--- config.mk ---
export PLATFORM = sky130hd
export DESIGN_NAME = ok_event_monitor
export DESIGN_NICKNAME = d
export VERILOG_FILES = /design/src/rtl/ok_event_monitor.sv
export SDC_FILE = /design/constraint.sdc
export NUM_CORES = 1
export LEC_CHECK = 0
export ABC_CLOCK_PERIOD_IN_PS = 33200
export BUFFER_PORTS_ARGS = -buffer_cell sky130_fd_sc_hd__buf_2
export CORE_ASPECT_RATIO = 1.25
export CORE_MARGIN = 3
export CORE_UTILIZATION = 50
export DETAILED_ROUTE_END_ITERATION = 8
export MAX_ROUTING_LAYER = met4
export PLACE_DENSITY = 0.67
export SLEW_MARGIN = 20
export SYNTH_ARGS = -nofsm -noshare
export SYNTH_HDL_FRONTEND = slang
export SYNTH_SLANG_ARGS = --single-unit
--- constraint.sdc ---
create_clock -name weClk -period 33.2 [get_ports weClk]
set_input_delay 1.66 -clock weClk [delete_from_list [all_inputs] [get_ports weClk]]
set_output_delay 1.66 -clock weClk [all_outputs]
set_load 0.01 [all_outputs]
--- src/rtl/ok_event_monitor.sv ---
// ok_event_monitor: per-channel event counters, sticky/overflow flags and
// trigger pulses, with a coherent snapshot bank read back through a mux.
module ok_event_monitor #(
  parameter int N_CH        = 8,
  parameter int CNT_W       = 32,
  parameter int SATURATE    = 0,
  parameter int SYNC_STAGES = 0
) (
  input  logic             weClk,
  input  logic             rst_we,
  input  logic [N_CH-1:0]  ev_in,
  input  logic [N_CH-1:0]  edge_mode,
  input  logic             snap_req,
  input  logic             clr_req,
  input  logic [N_CH-1:0]  clr_mask,
  input  logic [7:0]       rd_sel,
  output logic [CNT_W-1:0] cnt_rd,
  output logic [N_CH-1:0]  trig_out,
  output logic [N_CH-1:0]  sticky,
  output logic [N_CH-1:0]  ovf,
  output logic             snap_valid,
  output logic [7:0]       snap_seq
);

  localparam logic [CNT_W-1:0] CNT_MAX = '1;

  logic [N_CH-1:0]  ev_s;
  logic [N_CH-1:0]  ev_q;
  logic [N_CH-1:0]  rise;
  logic [N_CH-1:0]  inc;
  logic [N_CH-1:0]  clr_hit;
  logic [CNT_W-1:0] cnt  [N_CH];
  logic [CNT_W-1:0] snap [N_CH];
  logic [CNT_W-1:0] rd_val;

  generate
    if (SYNC_STAGES == 0) begin : g_nosync
      assign ev_s = ev_in;
    end else begin : g_sync
      logic [N_CH-1:0] sync_q [SYNC_STAGES];
      always_ff @(posedge weClk or posedge rst_we) begin
        if (rst_we) begin
          for (int k = 0; k < SYNC_STAGES; k++)
            sync_q[k] <= '0;
        end else begin
          sync_q[0] <= ev_in;
          for (int k = 1; k < SYNC_STAGES; k++)
            sync_q[k] <= sync_q[k-1];
        end
      end
      assign ev_s = sync_q[SYNC_STAGES-1];
    end
  endgenerate

  assign rise    = ev_s & ~ev_q;
  assign inc     = (edge_mode & rise) | (~edge_mode & ev_s);
  assign clr_hit = clr_req ? clr_mask : '0;

  always_ff @(posedge weClk or posedge rst_we) begin
    if (rst_we) begin
      ev_q     <= '0;
      trig_out <= '0;
      sticky   <= '0;
    end else begin
      ev_q     <= ev_s;
      trig_out <= rise;
      sticky   <= (sticky & ~clr_hit) | rise;
    end
  end

  // Clear loads the current-cycle event so nothing is lost on a collision
  always_ff @(posedge weClk or posedge rst_we) begin
    if (rst_we) begin
      ovf <= '0;
      for (int i = 0; i < N_CH; i++)
        cnt[i] <= '0;
    end else begin
      for (int i = 0; i < N_CH; i++) begin
        if (clr_hit[i]) begin
          cnt[i] <= inc[i] ? CNT_W'(1) : '0;
          ovf[i] <= 1'b0;
        end else if (inc[i]) begin
          if (cnt[i] == CNT_MAX) begin
            cnt[i] <= (SATURATE != 0) ? CNT_MAX : '0;
            ovf[i] <= 1'b1;
          end else begin
            cnt[i] <= cnt[i] + 1'b1;
          end
        end
      end
    end
  end

  always_ff @(posedge weClk or posedge rst_we) begin
    if (rst_we) begin
      snap_valid <= 1'b0;
      snap_seq   <= '0;
      for (int i = 0; i < N_CH; i++)
        snap[i] <= '0;
    end else if (snap_req) begin
      snap_valid <= 1'b1;
      snap_seq   <= snap_seq + 8'd1;
      for (int i = 0; i < N_CH; i++)
        snap[i] <= cnt[i];
    end
  end

  always_comb begin
    rd_val = '0;
    for (int i = 0; i < N_CH; i++)
      if (rd_sel == 8'(i))
        rd_val = snap[i];
  end

  always_ff @(posedge weClk or posedge rst_we) begin
    if (rst_we) cnt_rd <= '0;
    else        cnt_rd <= rd_val;
  end

endmodule
==> qor.csv, run 1 <==
metric,value,unit
Die X,214,um
period utilization,11.4,%
Worst EP arrival,4.32,ns
port bufs,100,
H-tree depth,2,
Vias,18938,
Final Max Slew Viols,0,
hold_ws,0.459,ns
1st-pass router iterations,6,
critical path class,input pin to flip-flop,
Power Dens Cells,50.8,nW/um^2
vias in the first global route,18584,
CTS tree,yes,
yosys warns,0,
Yosys reg bits,585,
# DRC,0,
Setup Total Neg Slack,0,ns
antenna violations before repair,1,
Setup Viol. Count Final,0,
Cells after Synth,2343,
largest net degree at the start of global routing,167,
type of origin of the critical path,input pin,
Hold Path End,trig_out[0],
final WL,73000,um
critical path's slowest cell,a21oi_1,
status,finished clean,
area grow syn2layout,11.3,%
Reg2Reg Capture Point,cnt[17],
Max Clock Skew,0.0177,ns
die height,266,um
post-CTS sizing,0,
gr ovfl total,0,
Nets,2463,
CTS Sinks,585,
prevailing post-synth register cell,dfrtp_1,
"commonest non-fill, non-tap cell in the layout",dfrtp_1,
Max-slew headroom,24.6,%
ys async rst share,100,%
Critical Path Fanout Max,17,
Post-Syn Nets,2388,
first-iteration detailed-routing DRC count,1669,
Avg Inst Size Synth,11.6,um^2
WL/cell,22.9,um
hold crit path type,flip-flop to flip-flop,
maximum clock rate,264,MHz
post-DP HPWL,51900,um
routability cong.,0.969,
"commonest cells after routing, fill and taps aside","585 x dfrtp_1, 257 x mux2_2, 252 x nor2_1",
distinct cell type count after synthesis,73,
CP cell instances,"buf_2, buf_4, nand2_1, a21oi_1, nand3_1, or3_1, a21oi_1",
die area,57100,um^2
Post-DRT Antenna Nets,0,
GR Util All Layers,26.4,%
Max Cap Violations,0,
number of synthesized flops with an enable pin,0,
CP Capture Type,flip-flop,
final setup margin,29.41,ns
R2R setup slack,30.34,ns
Worst VDD drop,44.6,uV
Worst path most repeated cell,a21oi_1,
clock root buffer,clkbuf_16,
RSZ-0062 raised after global routing,no,
Max Buffers Root-to-Sink,3,
I/O pin count,101,
sequential cell area fraction in the yosys report,54.0,%
number of cell rows,94,
hold path depth,1,
P_leak,0.0141,uW
Initial Util,51.0,%
hold buffers post-CTS,0,
Reg2Reg Depth,6,
Final min period,3.79,ns
Place WS,28.79,ns
slew at the pin closest to its max-slew limit,1.13,ns
share of layout cells above drive strength 1,22.6,%
Final Hold Viols,0,
Netlist Area Pre-Place,27100,um^2
Clock transition at path regs,0.06,ns
min-delay src,ev_q[0],
worst r2r src,cnt[12],
Setup Buffers After CTS,0,
total core area,53200,um^2
Worst Path Required,33.73,ns
clk_lat worst skew,0.63,ns
Num CTS Buffers,59,
Crit path largest cell delay,0.85,ns
wire length of the first global-routing pass,114000,um
vias per cell,5.94,
worst max-delay path: cells and delay by family:
family / cells / cell delay, ns
and+or+nand+nor: 3 / 1.23
AOI/OAI and AO/OA: 2 / 1.00
buffers and inverters: 2 / 0.42
where the power goes:
| group | total, uW | internal, uW | switching, uW |
|---|---|---|---|
| combinational | 96.1 | 35.8 | 60.2 |
| sequential | 761 | 734 | 27.0 |
| clock | 675 | 394 | 281 |
kinds of logic (layout without fill, tap and decap cells):
family	after synthesis	count (layout)	share of synthesized area [%]
other	0	2	0
and+or+nand+nor	825	825	15.8
xor gates and xnor gates	217	217	7.01
AOI/OAI and AO/OA	256	256	6.69
muxes	322	322	13.8
adders and majority gates	9	9	0.415
buffers and inverters	129	251	2.26
DFF	585	585	54.0
per-stage QoR:
| stage | power (uW) | cell area [um^2] | cells | util [%] |
|---|---|---|---|---|
| after floorplan | 832 | 27100 | 2343 | - |
| after global placement | 867 | 28200 | 3076 | 53.0 |
| after detailed placement | 871 | 28200 | 3076 | 53.0 |
| after CTS | 1550 | 30200 | 3184 | 56.7 |
| after global routing | 1580 | 30200 | 3185 | 56.7 |
| final | 1530 | 30200 | 3187 | 56.8 |
worst max path at each step:
stage	startpoint	endpoint	slack, ns	cells past startpoint
after floorplan	rst_we	cnt[0]	15.17	1
after global placement	clr_req	cnt[157]	28.88	7
after detailed placement	rd_sel[5]	cnt_rd[16]	28.79	6
after CTS	clr_req	cnt[157]	29.43	7
after global routing	clr_req	cnt[159]	29.20	7
final	clr_req	cnt[159]	29.41	7
sequential cells by signal, indices dropped and copies added, names as in the netlist:
name,flops
snap_valid,1
ovf,8
cnt,256
cnt_rd,32
trig_out,8
sticky,8
snap_seq,8
ev_q,8
snap,256
synth_stat cells, types with 30 or more instances:
| library cell | number | share of area, % |
|---|---|---|
| buf_2 | 39 | 0.72 |
| and4_1 | 30 | 0.97 |
| nor2_1 | 252 | 3.5 |
| mux2_2 | 257 | 11 |
| dfrtp_1 | 585 | 54 |
| xor2_1 | 155 | 5.0 |
| xnor2_1 | 62 | 2.0 |
| mux2i_1 | 49 | 1.8 |
| nand2_1 | 161 | 2.2 |
| nand3_1 | 110 | 2.0 |
| a21oi_1 | 61 | 1.1 |
| a22oi_1 | 46 | 1.3 |
| nand4_1 | 107 | 2.5 |
| o21ai_0 | 57 | 1.1 |
| clkbuf_1 | 46 | 0.64 |
| and3_1 | 30 | 0.69 |
cell type report:
cell class	instances	area [um^2]
diodes	2	5.00
clock buffers	91	1760
clock inverters	17	208
fillers	4503	23000
inverters	23	93.8
multi-input cells	1629	11900
flip-flops and latches	585	14600
well taps	720	901
repair buffers	120	679
per-layer routing:
layer,wire length (um),part of all wire [%],GRT usage [%],vias up
li1,-,-,-,8499
met1,30500,42,34.3,9740
met2,35100,48,42.1,542
met3,3800,5.2,3.71,157
met4,3580,4.9,10.8,0
met5,0,0,-,-
Power figures use the tool's default switching activity.
==> run 2: changes to the inputs <==
--- a/config.mk
+++ b/config.mk
@@ -5,7 +5,7 @@
 export SDC_FILE = /design/constraint.sdc
 export NUM_CORES = 1
 export LEC_CHECK = 0
-export ABC_CLOCK_PERIOD_IN_PS = 33200
+export ABC_CLOCK_PERIOD_IN_PS = 3800
 export BUFFER_PORTS_ARGS = -buffer_cell sky130_fd_sc_hd__buf_2
 export CORE_ASPECT_RATIO = 1.25
 export CORE_MARGIN = 3
==> constraint.sdc (replaced) <==
create_clock -name weClk -period 3.8 [get_ports weClk]
set_input_delay 0.19 -clock weClk [delete_from_list [all_inputs] [get_ports weClk]]
set_output_delay 0.19 -clock weClk [all_outputs]
set_load 0.01 [all_outputs]
==> qor.csv, run 2 (same netlist as run 1, synthesis figures left out) <==
metric,value,unit,change
die height,266,um,unchanged
GR Util All Layers,26.1,%,-0.24 points
status,finished clean,,
worst r2r src,cnt[3],,
Die X,214,um,unchanged
R2R setup slack,1.20,ns,-29.14 ns
vias per cell,5.85,,-1.5%
total core area,53200,um^2,unchanged
CTS tree,yes,,
Worst Path Required,4.31,ns,-29.42 ns
Top Registers,"cnt x256, snap x256, cnt_rd x32",,
H-tree depth,2,,unchanged
I/O pin count,101,,unchanged
Worst EP arrival,3.11,ns,-1.21 ns
Initial Util,51.0,%,unchanged
period utilization,68.4,%,
share of layout cells above drive strength 1,23.0,%,+0.47 points
Num CTS Buffers,59,,unchanged
Reg2Reg Capture Point,cnt[1],,
Post-DRT Antenna Nets,0,,unchanged
type of origin of the critical path,flip-flop,,
Place WS,0.869,ns,-27.92 ns
CTS Sinks,585,,unchanged
WL/cell,22.3,um,-2.5%
crit path from,cnt[3],,
1st-pass router iterations,5,,-1
hold crit path type,input pin to flip-flop,,
area grow syn2layout,12.9,%,
Final Hold Viols,0,,unchanged
Max Cap Violations,0,,unchanged
die area,57100,um^2,unchanged
Final Max Slew Viols,0,,unchanged
fin area,30600,um^2,+1.5%
Final min period,2.60,ns,
DP Area,28300,um^2,+0.57%
routability cong.,0.931,,-3.9%
Critical Path Fanout Max,12,,-5
clk_lat worst skew,0.63,ns,about the same
hold path depth,4,,+3
post-DP HPWL,51400,um,-0.91%
vias in the first global route,18999,,+2.2%
slew at the pin closest to its max-slew limit,1.05,ns,-0.0839 ns
hold_ws,0.0321,ns,-0.427 ns
antenna violations before repair,1,,unchanged
Max-slew headroom,30.2,%,+5.6 points
first-iteration detailed-routing DRC count,1477,,-12%
Setup Viol. Count Final,0,,unchanged
maximum clock rate,385,MHz,
critical path endpoint,cnt[1],,
wire length of the first global-routing pass,113000,um,-0.49%
Final Util,57.6,%,+0.83 points
largest net degree at the start of global routing,128,,-23%
"commonest cells after routing, fill and taps aside","585 x dfrtp_1, 257 x mux2_2, 252 x nor2_1",,
Vias,18856,,-0.43%
"commonest non-fill, non-tap cell in the layout",dfrtp_1,,
final setup margin,1.20,ns,-28.21 ns
gr ovfl total,0,,unchanged
CP Capture Type,flip-flop,,
Nets,2498,,+1.4%
Max Buffers Root-to-Sink,3,,unchanged
Clock transition at path regs,0.06,ns,about the same
critical path class,flip-flop to flip-flop,,
Setup Total Neg Slack,0,ns,unchanged
Max Clock Skew,0.0281,ns,+0.0103 ns
clock root buffer,clkbuf_16,,
post-CTS sizing,0,,unchanged
RSZ-0062 raised after global routing,no,,
port bufs,100,,unchanged
final WL,72000,um,-1.4%
# DRC,0,,unchanged
P_leak,0.0143,uW,+1.5%
Worst VDD drop,353,uV,+690%
number of cell rows,94,,unchanged
Power Dens Cells,443,nW/um^2,+770%
Reg2Reg Depth,6,,unchanged
-- run 2: cell types whose count changed in the layout (fill, tap and decap cells not counted), sizes merged, moves of 2 or more --
| cell | delta |
|---|---|
| inv | -2 |
| bufinv | +2 |
| clkinvlp | +4 |
| buf | +11 |
| clkinv | +8 |
| clkbuf | -10 |
| dlygate4sd3 | +24 |
-- run 2: what timing repair did --
| action | CTS | global route |
|---|---|---|
| setup buffers | 0 | 0 |
| hold endpoints to repair | 65 | 0 |
| hold buffers | 24 | 0 |
-- run 2: how the worst min path moves through the flow --
| stage | startpoint | endpoint | slack [ns] |
|---|---|---|---|
| final | edge_mode[0] | cnt[225] | 0.03 |
| after global routing | edge_mode[0] | cnt[225] | 0.03 |
| after CTS | edge_mode[0] | cnt[225] | 0.004 |
| after detailed placement | ev_in[2] | ev_q[2] | 0.33 |
| after global placement | ev_in[0] | ev_q[0] | 0.32 |
| after floorplan | ev_in[0] | ev_q[0] | 0.22 |
-- run 2: per-layer routing --
layer  routed length, um  GRT usage [%]  share of wire (%)  up-vias
met1               29900           33.1                 41     9639
li1                    -              -                  -     8568
met2               34800           42.1                 48      504
met4                3870           12.8                5.4        0
met5                   0              -                  0        -
met3                3430           3.22                4.8      145
-- run 2: critical path, cell delays in order, from the launching register on --
cell	delay, ns
dfrtp_1	0.46
nand4_2	0.14
nor4b_4	0.75
nand3_1	0.32
nand3_1	0.16
a21oi_1	0.08
dlygate4sd3_1	0.57
-- run 2: area by class of cell --
type                    count  area [um^2]
fillers                  4474        22500
flip-flops and latches    585        14600
multi-input cells        1629        11900
clock buffers              81         1700
repair buffers            155         1070
well taps                 720          901
clock inverters            29          322
inverters                  23         90.1
diodes                      1         2.50
-- run 2: stage by stage --
stage          power [uW]  cells
4_1_cts             13700   3222
3_5_place_dp         7620   3088
2_1_floorplan        7270   2343
5_1_grt             14100   3223
3_3_place_gp         7590   3088
6_report            13600   3223
-- run 2: power by group --
group / switching (uW) / internal (uW) / total (uW)
registers: 238 / 6410 / 6650
clock network: 2520 / 3530 / 6050
logic: 533 / 344 / 877
==> run 3: changes to the inputs <==
--- a/config.mk
+++ b/config.mk
@@ -5,14 +5,15 @@
 export SDC_FILE = /design/constraint.sdc
 export NUM_CORES = 1
 export LEC_CHECK = 0
-export ABC_CLOCK_PERIOD_IN_PS = 3800
+export ABC_AREA = 1
+export ABC_CLOCK_PERIOD_IN_PS = 2600
 export BUFFER_PORTS_ARGS = -buffer_cell sky130_fd_sc_hd__buf_2
 export CORE_ASPECT_RATIO = 1.25
 export CORE_MARGIN = 3
 export CORE_UTILIZATION = 50
 export DETAILED_ROUTE_END_ITERATION = 8
 export MAX_ROUTING_LAYER = met4
-export PLACE_DENSITY = 0.67
+export PLACE_DENSITY = 0.66
 export SLEW_MARGIN = 20
 export SYNTH_ARGS = -nofsm -noshare
 export SYNTH_HDL_FRONTEND = slang
==> constraint.sdc (replaced) <==
create_clock -name weClk -period 2.6 [get_ports weClk]
set_input_delay 0.13 -clock weClk [delete_from_list [all_inputs] [get_ports weClk]]
set_output_delay 0.13 -clock weClk [all_outputs]
set_load 0.01 [all_outputs]
==> qor.csv, run 3 <==
metric,value,unit,change
Netlist Area Pre-Place,30600,um^2,+13%
Final Util,57.4,%,-0.16 points
maximum clock rate,488,MHz,+27%
Final min period,2.05,ns,-0.551 ns
CP Capture Type,flip-flop,,
Setup Buffers After CTS,0,,unchanged
gr ovfl total,0,,unchanged
type of origin of the critical path,flip-flop,,
Num CTS Buffers,61,,+3.4%
routability cong.,1.03,,+10%
Reg2Reg Capture Point,ovf[5],,
Die X,227,um,+6.0%
Final Max Slew Viols,0,,unchanged
final WL,95000,um,+32%
I/O pin count,101,,unchanged
yosys warns,0,,unchanged
wire length of the first global-routing pass,149000,um,+32%
H-tree depth,2,,unchanged
post-DP HPWL,71600,um,+39%
vias in the first global route,26453,,+39%
antenna violations before repair,0,,-1
"count leader, synth",nand2_1,,
number of synthesized flops with an enable pin,0,,unchanged
Vias,27503,,+46%
first-iteration detailed-routing DRC count,2454,,+66%
power after layout,20900,uW,+54%
period utilization,78.8,%,+10 points
total core area,60100,um^2,+13%
ys async rst share,100,%,unchanged
R2R setup slack,0.55,ns,-0.65 ns
Final Hold Viols,0,,unchanged
P_leak,0.0164,uW,+14%
Worst VDD drop,577,uV,+63%
post-CTS sizing,0,,unchanged
# DRC,0,,unchanged
Initial Util,50.9,%,-0.10 points
vias per cell,5.31,,-9.2%
"commonest cells after routing, fill and taps aside","1549 x nand2_1, 657 x nor2_1, 585 x dfrtp_1",,
die height,282,um,+6.0%
Reg2Reg Depth,11,,+5
fillers,5755,,+29%
Critical Path Fanout Max,16,,+4
top cell type's share of synthesized area,47.9,%,-6.1 points
Setup Viol. Count Final,0,,unchanged
Max Buffers Root-to-Sink,3,,unchanged
slew at the pin closest to its max-slew limit,1.04,ns,-0.00284 ns
1st-pass router iterations,5,,unchanged
clk_lat worst skew,0.65,ns,+0.02 ns
clock root buffer,clkbuf_16,,
worst r2r src,cnt[65],,
diode count,0,,-1
"commonest non-fill, non-tap cell in the layout",nand2_1,,
crit path from,cnt[65],,
Post-Syn Nets,4285,,+79%
hold path depth,6,,+2
hold crit path type,input pin to flip-flop,,
Max-slew headroom,30.3,%,+0.11 points
critical path class,flip-flop to flip-flop,,
Synth area leader,dfrtp_1,,
Setup Total Neg Slack,0,ns,unchanged
status,finished clean,,
number of cell rows,100,,+6.4%
die area,64200,um^2,+12%
prevailing post-synth register cell,dfrtp_1,,
Power Dens Cells,606,nW/um^2,+37%
final setup margin,0.552,ns,-0.649 ns
Cells after Synth,4240,,+81%
Clock transition at path regs,0.06,ns,about the same
largest net degree at the start of global routing,215,,+68%
Worst Path Required,3.18,ns,-1.13 ns
area grow syn2layout,12.8,%,about the same
sequential cell area fraction in the yosys report,47.9,%,-6.1 points
Post-DRT Antenna Nets,0,,unchanged
Avg Inst Size Synth,7.21,um^2,-38%
Yosys reg bits,585,,unchanged
CTS tree,yes,,
distinct cell type count after synthesis,41,,-44%
share of layout cells above drive strength 1,8.44,%,-15 points
GR Util All Layers,30.8,%,+4.6 points
Max Clock Skew,0.0298,ns,+0.00171 ns
Synth top cells by count,"1549 x nand2_1, 661 x nor2_1, 585 x dfrtp_1",,
WL/cell,18.4,um,-18%
Max Cap Violations,0,,unchanged
Nets,4406,,+76%
CTS Sinks,585,,unchanged
critical path endpoint,ovf[5],,
RSZ-0062 raised after global routing,no,,
Place WS,0.550,ns,-0.319 ns
Top Registers,"cnt x256, snap x256, cnt_rd x32",,
synth top area cells,"dfrtp_1 48%, nand2_1 19%, nor2_1 8.1%, nand3_1 4.9%, inv_1 4.5%",,
port bufs,100,,unchanged
Worst EP arrival,2.63,ns,-0.48 ns
[run 3: changes by cell type in the layout (fill, tap and decap cells not counted), sizes merged, moves of 148 or more]
cell	delta
nor2	+451
o21ai	+148
nand2	+1418
mux2	-257
inv	+353
nand3	+194
[run 3: routing by layer]
metal  vias to the layer above  wire length, um  GRT usage (%)  part of all wire [%]
li1                      13517                -              -                     -
met1                     12931            39500           38.9                    42
met2                       837            45600           50.4                    48
met3                       218             5430           4.01                   5.7
met4                         0             4380           12.3                   4.6
met5                         -                0              -                     0
[run 3: logic make-up (layout without fill, tap and decap cells)]
logic type	count (synthesis)	in the layout	synth area share (%)
AO/OA/AOI/OAI	274	274	4.72
XOR/XNOR	101	101	2.89
adder cells (fa/ha/maj)	9	9	0.368
buffers and inverters	503	673	6.59
flip-flops	585	585	47.9
AND/OR/NAND/NOR	2768	2768	37.5
[run 3: per-stage QoR]
stage / std cells / instance area (um^2) / hold slack (ns)
finish: 5175 / 34500 / 0.0459
global route: 5175 / 34500 / 0.0769
CTS: 5175 / 34500 / 0.0162
detailed placement: 5038 / 32100 / 0.266
global placement: 5038 / 32100 / 0.267
floorplan: 4240 / 30600 / 0.161
[run 3: what timing repair did]
action                     CTS  global route
hold endpoints to repair   417             0
hold buffers                25             0
setup endpoints to repair    0             0
[run 3: final cells by class]
class | instances | area, um^2 | area share, %
Multi-Input combinational cell | 3152 | 13900 | 40.4
Tap cell | 765 | 957 | 2.78
Clock inverter | 38 | 508 | 1.47
Inverter | 380 | 1450 | 4.19
Clock buffer | 74 | 1660 | 4.80
Timing Repair Buffer | 181 | 1350 | 3.92
Sequential cell | 585 | 14600 | 42.4
[run 3: worst min-delay path by stage]
| stage | startpoint | endpoint | slack [ns] |
|---|---|---|---|
| floorplan | ev_in[0] | ev_q[0] | 0.16 |
| global placement | ev_in[4] | ev_q[4] | 0.27 |
| detailed placement | ev_in[4] | ev_q[4] | 0.27 |
| CTS | edge_mode[2] | cnt[162] | 0.02 |
| global route | edge_mode[2] | cnt[162] | 0.08 |
| finish | edge_mode[2] | cnt[162] | 0.05 |
[run 3: critical path, cell delays in order (launching register included)]
cell and delay, ns:
dfrtp_1 0.41, ha_1 0.26, inv_1 0.10, nor2_2 0.14
nand2_1 0.12, nor2_1 0.15, nand2_2 0.17, nand2_1 0.16
nand2_2 0.08, inv_2 0.23, nor2_1 0.07, nor2_1 0.09
[run 3: where the power goes]
part           switching [uW]  internal, uW  leakage, uW
logic                    1110           472      0.00728
registers                 361          9460      0.00804
clock network            3930          5550      0.00105
total                    5400         15500       0.0164
